### src/rtl/pipe_ctrl_if.sv
// rtl/pipe_ctrl_if.sv - redirect/stall request and control bundle for pipe_ctrl
interface pipe_ctrl_if #(
  parameter int ADDR_W = 64,
  parameter int CNT_W  = 32
);
  logic              trap_req_i;
  logic [ADDR_W-1:0] trap_addr_i;
  logic              ex_jump_req_i;
  logic [ADDR_W-1:0] ex_jump_addr_i;
  logic              mdu_start_i;
  logic              mdu_done_i;
  logic              load_use_i;
  logic              ifetch_ready_i;
  logic              jump_en_o;
  logic [ADDR_W-1:0] jump_addr_o;
  logic [2:0]        hold_o;
  logic [1:0]        flush_o;
  logic              mdu_kill_o;
  logic [CNT_W-1:0]  stall_cnt_o;

  modport master (
    output trap_req_i, trap_addr_i, ex_jump_req_i, ex_jump_addr_i,
    output mdu_start_i, mdu_done_i, load_use_i, ifetch_ready_i,
    input  jump_en_o, jump_addr_o, hold_o, flush_o, mdu_kill_o, stall_cnt_o
  );

  modport slave (
    input  trap_req_i, trap_addr_i, ex_jump_req_i, ex_jump_addr_i,
    input  mdu_start_i, mdu_done_i, load_use_i, ifetch_ready_i,
    output jump_en_o, jump_addr_o, hold_o, flush_o, mdu_kill_o, stall_cnt_o
  );
endinterface

### src/rtl/pipe_ctrl.sv
// rtl/pipe_ctrl.sv - pipeline redirect, stall and flush controller
module pipe_ctrl #(
  parameter int ADDR_W = 64,
  parameter int CNT_W  = 32
) (
  input  logic        clk,
  input  logic        rst_n,
  pipe_ctrl_if.slave  bus
);

  typedef enum logic [1:0] {
    RUN       = 2'd0,
    MDU_WAIT  = 2'd1,
    JUMP_PEND = 2'd2
  } state_e;

  state_e            state_q, state_d;
  logic [ADDR_W-1:0] pend_addr_q, pend_addr_d;
  logic [CNT_W-1:0]  stall_cnt_q;

  logic              jump_en;
  logic [ADDR_W-1:0] jump_addr;
  logic [2:0]        hold;
  logic [1:0]        flush;
  logic              mdu_kill;

  logic              redirect;
  logic [ADDR_W-1:0] redir_tgt;

  // Trap outranks the EX-resolved jump whenever both are present.
  assign redirect  = bus.trap_req_i | bus.ex_jump_req_i;
  assign redir_tgt = bus.trap_req_i ? bus.trap_addr_i : bus.ex_jump_addr_i;

  always_comb begin
    state_d     = state_q;
    pend_addr_d = pend_addr_q;
    jump_en     = 1'b0;
    jump_addr   = '0;
    hold        = 3'd0;
    flush       = 2'b00;
    mdu_kill    = 1'b0;

    if (!rst_n) begin
      flush   = 2'b11;
      state_d = RUN;
    end else begin
      case (state_q)
        RUN: begin
          if (redirect) begin
            flush = 2'b11;
            if (bus.ifetch_ready_i) begin
              jump_en   = 1'b1;
              jump_addr = redir_tgt;
            end else begin
              hold        = 3'd1;
              pend_addr_d = redir_tgt;
              state_d     = JUMP_PEND;
            end
          end else if (bus.mdu_start_i) begin
            // A same-cycle done means the result is already there: no stall.
            if (!bus.mdu_done_i) begin
              hold    = 3'd3;
              state_d = MDU_WAIT;
            end
          end else if (bus.load_use_i) begin
            hold  = 3'd2;
            flush = 2'b10;
          end else if (!bus.ifetch_ready_i) begin
            hold  = 3'd1;
            flush = 2'b01;
          end
        end

        MDU_WAIT: begin
          if (bus.trap_req_i) begin
            mdu_kill = 1'b1;
            flush    = 2'b11;
            if (bus.ifetch_ready_i) begin
              jump_en   = 1'b1;
              jump_addr = bus.trap_addr_i;
              state_d   = RUN;
            end else begin
              hold        = 3'd1;
              pend_addr_d = bus.trap_addr_i;
              state_d     = JUMP_PEND;
            end
          end else if (bus.mdu_done_i) begin
            state_d = RUN;
          end else begin
            hold = 3'd3;
          end
        end

        JUMP_PEND: begin
          flush = 2'b11;
          // A late trap replaces the parked target and can redirect immediately.
          if (bus.trap_req_i) begin
            pend_addr_d = bus.trap_addr_i;
          end
          if (bus.ifetch_ready_i) begin
            jump_en   = 1'b1;
            jump_addr = bus.trap_req_i ? bus.trap_addr_i : pend_addr_q;
            state_d   = RUN;
          end else begin
            hold = 3'd1;
          end
        end

        default: begin
          state_d = RUN;
        end
      endcase
    end
  end

  always_ff @(posedge clk) begin
    if (!rst_n) begin
      state_q     <= RUN;
      pend_addr_q <= '0;
      stall_cnt_q <= '0;
    end else begin
      state_q     <= state_d;
      pend_addr_q <= pend_addr_d;
      if ((hold != 3'd0) && (stall_cnt_q != {CNT_W{1'b1}})) begin
        stall_cnt_q <= stall_cnt_q + CNT_W'(1);
      end
    end
  end

  assign bus.jump_en_o   = jump_en;
  assign bus.jump_addr_o = jump_addr;
  assign bus.hold_o      = hold;
  assign bus.flush_o     = flush;
  assign bus.mdu_kill_o  = mdu_kill;
  assign bus.stall_cnt_o = stall_cnt_q;

endmodule
### src/flat_wrapper.sv
// flat-port wrapper written by rule: the top's interface ports become plain ports
module pipe_ctrl_flat 
#(
  parameter int ADDR_W = 64,
  parameter int CNT_W  = 32
)
  (clk, rst_n, bus_trap_req_i, bus_trap_addr_i, bus_ex_jump_req_i, bus_ex_jump_addr_i, bus_mdu_start_i, bus_mdu_done_i, bus_load_use_i, bus_ifetch_ready_i, bus_jump_en_o, bus_jump_addr_o, bus_hold_o, bus_flush_o, bus_mdu_kill_o, bus_stall_cnt_o);
  pipe_ctrl_if #(.ADDR_W(ADDR_W), .CNT_W(CNT_W)) bus_i ();
  input  logic clk;
  input  logic rst_n;
  input wire logic [$bits(bus_i.trap_req_i)-1:0] bus_trap_req_i;
  input wire logic [$bits(bus_i.trap_addr_i)-1:0] bus_trap_addr_i;
  input wire logic [$bits(bus_i.ex_jump_req_i)-1:0] bus_ex_jump_req_i;
  input wire logic [$bits(bus_i.ex_jump_addr_i)-1:0] bus_ex_jump_addr_i;
  input wire logic [$bits(bus_i.mdu_start_i)-1:0] bus_mdu_start_i;
  input wire logic [$bits(bus_i.mdu_done_i)-1:0] bus_mdu_done_i;
  input wire logic [$bits(bus_i.load_use_i)-1:0] bus_load_use_i;
  input wire logic [$bits(bus_i.ifetch_ready_i)-1:0] bus_ifetch_ready_i;
  output wire logic [$bits(bus_i.jump_en_o)-1:0] bus_jump_en_o;
  output wire logic [$bits(bus_i.jump_addr_o)-1:0] bus_jump_addr_o;
  output wire logic [$bits(bus_i.hold_o)-1:0] bus_hold_o;
  output wire logic [$bits(bus_i.flush_o)-1:0] bus_flush_o;
  output wire logic [$bits(bus_i.mdu_kill_o)-1:0] bus_mdu_kill_o;
  output wire logic [$bits(bus_i.stall_cnt_o)-1:0] bus_stall_cnt_o;
  assign bus_i.trap_req_i = bus_trap_req_i;
  assign bus_i.trap_addr_i = bus_trap_addr_i;
  assign bus_i.ex_jump_req_i = bus_ex_jump_req_i;
  assign bus_i.ex_jump_addr_i = bus_ex_jump_addr_i;
  assign bus_i.mdu_start_i = bus_mdu_start_i;
  assign bus_i.mdu_done_i = bus_mdu_done_i;
  assign bus_i.load_use_i = bus_load_use_i;
  assign bus_i.ifetch_ready_i = bus_ifetch_ready_i;
  assign bus_jump_en_o = bus_i.jump_en_o;
  assign bus_jump_addr_o = bus_i.jump_addr_o;
  assign bus_hold_o = bus_i.hold_o;
  assign bus_flush_o = bus_i.flush_o;
  assign bus_mdu_kill_o = bus_i.mdu_kill_o;
  assign bus_stall_cnt_o = bus_i.stall_cnt_o;
  pipe_ctrl #(.ADDR_W(ADDR_W), .CNT_W(CNT_W)) u_core (.clk(clk), .rst_n(rst_n), .bus(bus_i));
endmodule
### config.mk
export PLATFORM = sky130hd
export DESIGN_NAME = pipe_ctrl_flat
export DESIGN_NICKNAME = d
export VERILOG_FILES = /design/src/rtl/pipe_ctrl_if.sv /design/src/rtl/pipe_ctrl.sv /design/src/flat_wrapper.sv
export SDC_FILE = /design/constraint.sdc
export NUM_CORES = 1
export LEC_CHECK = 0
export CAP_MARGIN = 25
export CORE_UTILIZATION = 25
export CTS_CLUSTER_SIZE = 24
export DETAILED_ROUTE_END_ITERATION = 10
export GPL_ROUTABILITY_DRIVEN = 0
export PLACE_DENSITY_LB_ADDON = 0.12
export REMOVE_ABC_BUFFERS = 1
export SYNTH_ARGS = -nofsm -noshare
export SYNTH_HDL_FRONTEND = slang
export SYNTH_SLANG_ARGS = --single-unit
### constraint.sdc
create_clock -name clk -period 5.1 [get_ports clk]
set_clock_uncertainty 0.2 [all_clocks]
set_input_delay 0.765 -clock clk [delete_from_list [all_inputs] [get_ports clk]]
set_output_delay 0.765 -clock clk [all_outputs]
set_load 0.01 [all_outputs]
---- Word-level counts from Yosys, hierarchy flattened ----
Cells that the tools add are included.
storage, ports and cells
  register bits ........................... 98
  input bits .............................. 136
  output and inout port bits .............. 103
  logic and storage cells ................. 69
cells by class
  add/subtract/negate cells ............... 1
  equality and inequality tests ........... 12
  mux-type cells .......................... 46
  bitwise gates (word level) .............. 1
  reductions and logical operators ........ 6
operators by type and width
  operator                                                count
  two-way mux 64 bit                                      12
  case mux 64 bit (3 select lines)                        2
  adder 32 x 1 -> 32 bit (second input constant)          1
  inequality test 32 bit (second input constant)          1
  two-way mux 2 bit                                       14
  two-way mux 3 bit                                       5
  case mux 2 bit (3 select lines)                         2
  AND reduction 5 bit                                     2
  two-way mux 1 bit                                       9
  case mux 3 bit (3 select lines)                         1
  inequality test 2 bit (second input constant)           4
  inequality test 3 x 2 -> 1 bit (second input constant)  2
  inequality test 3 bit (second input constant)           2
  nonzero test 3 bit                                      2
  case mux 1 bit (3 select lines)                         1
  == test 2 x 1 -> 1 bit (second input constant)          1
  == test 2 bit (second input constant)                   1
  zero test 2 bit                                         1
  inequality test 2 x 1 -> 1 bit (second input constant)  1
  logical AND 1 bit                                       1
  bitwise OR 1 bit                                        1

---- Logic depth before layout (Yosys ltp) ----
Gate-level depths: netlist of the first run.
  depth in word-level cells ............... 8
  mapped depth ............................ 11
  gate-level depth less buffers ........... 7

---- Least setup slack after synthesis of the first run ----
OpenSTA, ideal clock, no wires.
  path type ............................... input -> output
  start ................................... in bus_trap_req_i
  end ..................................... out bus_jump_addr_o[41]
  arrival time ............................ 2.272 ns
  data required time ...................... 4.135 ns
  setup slack ............................. 1.863 ns
  stages on the path ...................... 6
  path buffers ............................ 3
  cell sequence ........................... buf_6 clkbuf_1 buf_1 mux2_2 a222oi_1 nor2_1
on the way
  word-level cells in the longest chain between the ends .. 5
  elaborated cells on any way between the ends .. 9
  classes of those cells .................. 8 x mux; 1 x bitwise
ends and longest elaborated chain
  what                                RTL line            text
  start: declaration                  flat_wrapper.sv:11  input wire logic [$bits(bus_i.trap_req_i)-1:0] bus_trap_req_i;
  two-way mux 64 bit                  pipe_ctrl.sv:32     assign redir_tgt = bus.trap_req_i ? bus.trap_addr_i : bus.ex_jump_addr_i;
  two-way mux 64 bit                  pipe_ctrl.sv:51     if (bus.ifetch_ready_i) begin
  two-way mux 64 bit                  pipe_ctrl.sv:49     if (redirect) begin
  case mux 64 bit (3 select lines) *  pipe_ctrl.sv:47     case (state_q)
  two-way mux 64 bit *                pipe_ctrl.sv:43     if (!rst_n) begin
  end: declaration                    flat_wrapper.sv:20  output wire logic [$bits(bus_i.jump_addr_o)-1:0] bus_jump_addr_o;
Every way passes the cells marked *; elsewhere a longest branch is shown, timed or not.

---- Final worst setup path of the first run ----
  start ................................... in bus_trap_req_i
  end ..................................... out bus_jump_addr_o[61]
The elaborated chain is that of the path after synthesis.

==> metrics.txt, run 1 <==
outcome finished clean; number of hold buffers added after cts 0; DRC 0; DP HPWL 18300 um; largest net degree at the start of global routing 88; critical path cell sequence buf_4 -> buf_12 -> mux2_2 -> a222oi_1 -> nor2_1 -> clkdlybuf4s50_1; Power Total 2.60 mW; flops & latches, synth 98; most common cell after layout, fill and taps aside clkdlybuf4s50_1; final cell count without fillers 1481; maximum vdd drop 187 uV; Max-cap violations 0; Clock Sinks 98; initial antenna violation count 2; IO Port Bufs 237; area of the multi-input gates 4850 sq um; setup violators final 0; Worst-Skew Late Latency 0.35 ns; WL/cell 19.5 um; Synth-to-Final Area Change 40.8%; worst hold slack 0.276 ns; vias in the first global route 7858; drt total wl 28900 um; IO Count 239; CTS Root Cell clkbuf_16; worst slack, placed 1.04 ns; Synth Cell Area 7230 sq um; Crit path max-delay family buffers and inverters; Mapped Avg Cell Area 7.69 sq um; commonest cells after routing, fill and taps aside clkdlybuf4s50_1 (236), nand2_1 (147), dfxtp_1 (98); crit path kind primary input to primary output; remaining global-route overflow 0; CP Launch Type primary input; die height 172 um; critical-path maximum fanout 43; Via-to-Cell Ratio 5.56; area taken by flip-flops and latches 1960 sq um; Setup Buffers After CTS 0; Mapped Cells 940; via count 8236; share of cells above drive strength 1 10.2%; yosys warns 0; Worst Tran Pin Value 0.911 ns; Tmin final 4.03 ns; DRT antenna net count 0; n_diodes 0; Tcrit/Tclk final 78.9%; H-tree depth 3; GRT Total Usage 19.2%; top cells by area, synth dfxtp_1 (27%), mux2_2 (9.8%), a222oi_1 (8.9%); setup ws final 1.07 ns; headroom to the max-slew limit 39.1%; Pins Over Slew Limit 0; layout filler cell count 2979; Die ar. 29600 sq um; Final Hold Vio Count 0; Placement Rows 61; count of cell types in the netlist 51; worst path required time 4.14 ns; Pleak 3.20 nW; Initial Utilization 25.7%; Worst Hold Launch u_core.pend_addr_q[47]$_SDFFE_PN0P_; CP peak stage delay 0.49 ns; setup TNS 0 ns; CTS tree built; Top FF cell, synth dfxtp_1; Bufs on Longest Clock Path 2; Buf/Inv on CP 3; number of synthesized flops with an enable pin 0; DIE WIDTH 172 um; CP max stage cell clkdlybuf4s50_1; Crit. Startpoint bus_trap_req_i; Reg2Reg Launch Point u_core.state_q[0]$_SDFFE_PN0P_; share of flip-flops with an asynchronous set or reset 0%; Resized cells post-CTS 0; cell taking the most area after synthesis dfxtp_1; RSZ-0062 raised after global routing false; sequential share of the synthesized area 27.2%; dpl cells 1465; DRT Pass-1 Iters 10; CP endpoint kind primary output; core region area 28100 sq um; Reg clk slew, reported paths 0.08 ns; Initial DRC Count 854; total CTS buffers 9; WP data arrival 3.06 ns; Fmax 248 MHz; global-route wire length before repair 44500 um; pwr dens 256 nW/um^2; nets 1239; hold crit path type register to register; post-synth top area share 27.2%
cells in the mapped netlist (all sizes together) (2+ instances only):
cell type and number:
clkbuf 87, and2 2, nor3 4, nor4b 3, dfxtp 98, o31ai 17, mux2i 9, a21o 2
o41ai 5, a21boi 2, buf 20, a222oi 64, ha 5, mux2 63, o211a 2, a22oi 64
a211o 2, inv 9, nand2 147, nor2b 7, or4 17, and4 8, nand4 22, a21oi 92
nor2 71, nor4 6, o311ai 6, o211ai 64, and3 5, or3 2, o21ai 9, nand2b 10
nand3 6
stage by stage:
stage               area, sq um  utilization [%]
finish                    10200             36.2
global placement           9880             35.2
detailed placement         9880             35.2
CTS                       10200             36.2
global route              10200             36.2
floorplan                  6780                -
power by group:
group	switching, mW	leakage (nW)	internal [mW]
combinational	0.535	2.26	0.427
sequential	0.0729	0.803	0.856
clock	0.357	0.144	0.357
sequential cells by signal, indices dropped and copies added (netlist names):
name	cells
u_core.state_q	2
u_core.bus.stall_cnt_o	32
u_core.pend_addr_q	64
kinds of logic after synthesis:
family | after synthesis | share of synthesized area, %
flops | 98 | 27.2
compound gates | 336 | 33.9
fa+ha+maj | 5 | 0.866
buf+inv | 116 | 6.60
mux | 72 | 11.1
other cells | 1 | 0.0519
simple gates | 312 | 20.3
cell type report:
class,instances,share of cell area (%)
clock inverters,6,0.602
inverters,9,0.332
well taps,378,4.65
multi-input cells,726,47.6
repair buffers,254,25.2
clock buffers,10,2.35
flip-flops and latches,98,19.3
worst paths after layout:
path	end	slack [ns]	depth (start not counted)
worst min register to register	u_core.pend_addr_q[47]$_SDFFE_PN0P_	0.28	2
worst min-delay path	u_core.pend_addr_q[47]$_SDFFE_PN0P_	0.28	2
worst max-delay path	bus_jump_addr_o[61]	1.07	6
worst max register to register	u_core.pend_addr_q[61]$_SDFFE_PN0P_	2.10	8
worst reg2reg max path: stages, from the launching register on:
cell and delay [ns]:
dfxtp_1 0.36, inv_1 0.13, ha_1 0.34, nor2b_4 0.82, buf_4 0.55, a22oi_1 0.16
nand2_1 0.11, o211ai_1 0.08, a21oi_1 0.16
per-layer routing:
metal,global-route usage (%),routed length [um],vias to the layer above
li1,-,-,3971
met1,24.4,13200,3979
met2,32.7,13500,266
met5,0,22,-
met4,3.69,216,4
met3,4.55,1950,16
Power figures use the tool's default switching activity.
==> inputs of run 2 (changes only) <==
==> constraint.sdc (replaced) <==
create_clock -name clk -period 3.75 [get_ports clk]
set_clock_uncertainty 0.2 [all_clocks]
set_input_delay 0.5625 -clock clk [delete_from_list [all_inputs] [get_ports clk]]
set_output_delay 0.5625 -clock clk [all_outputs]
set_load 0.01 [all_outputs]
==> run 2 against run 1 <==
  * Global-route usage is 0.081 points lower
  * Critical path depth is 3 higher
  * Sequential cell count stayed put
  * Clock power is 31% higher
  * Largest power group unchanged
==> metrics.txt, run 2 (synthesis results as in run 1) <==
outcome finished clean; most common cell after layout, fill and taps aside clkdlybuf4s50_1; flop-to-flop setup slack 1.09 ns (-1.01 ns); Initial Utilization 25.7% (unchanged); critical-path maximum fanout 41 (-4.7%); total CTS buffers 9 (unchanged); H-tree depth 3 (unchanged); global-route wire length before repair 44300 um (-0.33%); Max-cap violations 0 (unchanged); Buf/Inv on CP 5 (+2); nets 1248 (+0.73%); Pleak 3.27 nW (+2.2%); DP HPWL 18600 um (+1.7%); DRC 0 (unchanged); initial antenna violation count 1 (-1); pwr dens 342 nW/um^2 (+34%); Hold Path Stages 2 (unchanged); wire length on met2 13200 um (-2.6%); IO Count 239 (unchanged); worst path required time 2.99 ns (-1.15 ns); DRT Pass-1 Iters 6 (-4); Top reg by flops u_core.pend_addr_q; share of cells above drive strength 1 11.0% (+0.82 points); RSZ-0062 raised after global routing false; IO Port Bufs 237 (unchanged); DIE WIDTH 172 um (unchanged); critical path depth 9 (+3); CP max stage cell clkdlybuf4s50_1; remaining global-route overflow 0 (unchanged); max layer used met5; Fmax 284 MHz; CP Launch Type register; GRT Total Usage 19.1% (-0.081 points); CP peak stage delay 0.56 ns (+0.07 ns); Placement Rows 61 (unchanged); Final Hold Vio Count 0 (unchanged); Bufs on Longest Clock Path 2 (unchanged); commonest cells after routing, fill and taps aside clkdlybuf4s50_1 (236), nand2_1 (147), dfxtp_1 (98); max reg flops 64 (unchanged); Pins Over Slew Limit 0 (unchanged); hold crit path type register to register; Crit path max-delay family buffers and inverters; critical path cell sequence inv_1 -> ha_2 -> inv_1 -> nor3_2 -> buf_12 -> buf_12 -> a222oi_1 -> nor2_1 -> clkdlybuf4s50_1; Power Total 3.54 mW (+36%); crit path kind register to primary output; Initial DRC Count 796 (-6.8%); met3 WL 1870 um (-3.9%); Reg clk slew, reported paths 0.07 ns (about the same); Clock Sinks 98 (unchanged); Synth-to-Final Area Change 43.0%; headroom to the max-slew limit 42.9% (+3.8 points); largest net degree at the start of global routing 114 (+30%); Via-to-Cell Ratio 5.52 (-0.80%); CP endpoint kind primary output; R2R depth 6 (-2); setup violators final 0 (unchanged); final cell count without fillers 1490 (+0.61%); Tcrit/Tclk final 94.0%; vias in the first global route 7603 (-3.2%); Tmin final 3.53 ns; drt total wl 28700 um (-0.84%); maximum vdd drop 211 uV (+13%); Worst Tran Pin Value 0.849 ns (-0.0627 ns); core region area 28100 sq um (unchanged); n_diodes 0 (unchanged); WP data arrival 2.76 ns (-0.30 ns); via count 8220 (-0.19%); CTS Root Cell clkbuf_16; Worst-Skew Late Latency 0.35 ns (about the same); CTS tree built; DRT antenna net count 0 (unchanged); M1 WL 13400 um (+1.6%); dpl cells 1474 (+0.61%); Die ar. 29600 sq um (unchanged); die height 172 um (unchanged); WL/cell 19.3 um (-1.4%)
run 2: what timing repair did:
| action | in CTS | in global routing |
|---|---|---|
| hold buffers | 0 | 0 |
| setup buffers | 0 | 0 |
| setup endpoints to repair | 0 | 16 |
| gates resized for setup | 0 | 2 |
run 2: area by class of cell:
cell class	count	area, sq um
Clock buffer	9	225
Clock inverter	7	58.8
Fill cell	2991	17800
Inverter	9	33.8
Multi-Input combinational cell	726	4850
Sequential cell	98	1960
Tap cell	378	473
Timing Repair Buffer	263	2730
run 2: power by group:
part | internal [mW] | switching [mW] | total [mW]
sequential | 1.16 | 0.0995 | 1.26
clock | 0.464 | 0.472 | 0.935
combinational | 0.610 | 0.727 | 1.34
run 2: routing by layer:
layer | vias to the layer above | track usage, %
met3 | 14 | 4.07
li1 | 3997 | -
met4 | 2 | 3.19
met2 | 274 | 30.6
met1 | 3933 | 26.4
met5 | - | 0
run 2: metrics by stage:
step	util (%)	area [sq um]	setup TNS [ns]	setup slack, ns	hold WS (ns)
2_1_floorplan	-	6780	-108.24	-1.64	0.249
4_1_cts	36.8	10300	0	0.0947	0.280
6_report	36.8	10300	0	0.224	0.275
3_5_place_dp	35.8	10000	0	0.0996	0.266
5_1_grt	36.8	10300	0	0.0511	0.294
3_3_place_gp	35.8	10000	0	0.126	0.262
run 2: worst paths after layout:
check | endpoint | start
hold / removal | u_core.pend_addr_q[3]$_SDFFE_PN0P_ | u_core.pend_addr_q[3]$_SDFFE_PN0P_
setup / recovery | bus_jump_addr_o[21] | u_core.state_q[0]$_SDFFE_PN0P_
hold reg to reg | u_core.pend_addr_q[3]$_SDFFE_PN0P_ | u_core.pend_addr_q[3]$_SDFFE_PN0P_
setup reg to reg | u_core.bus.stall_cnt_o[1]$_SDFFE_PN0P_ | u_core.bus.stall_cnt_o[25]$_SDFFE_PN0P_
run 2: worst reg2reg max path, delay by kind of cell, from the launching register on:
family                 cells  cell delay, ns
buffers and inverters      1            0.32
flip-flops                 1            0.42
multiplexers               1            0.15
AND/OR/NAND/NOR            4            1.45
==> inputs of run 3 (changes only) <==
--- a/config.mk
+++ b/config.mk
@@ -5,7 +5,6 @@
 export SDC_FILE = /design/constraint.sdc
 export NUM_CORES = 1
 export LEC_CHECK = 0
-export CAP_MARGIN = 25
 export CORE_UTILIZATION = 25
 export CTS_CLUSTER_SIZE = 24
 export DETAILED_ROUTE_END_ITERATION = 10
==> results of run 3 <==
Same layout as run 2: the final DEF is identical, and so are final timing and power.
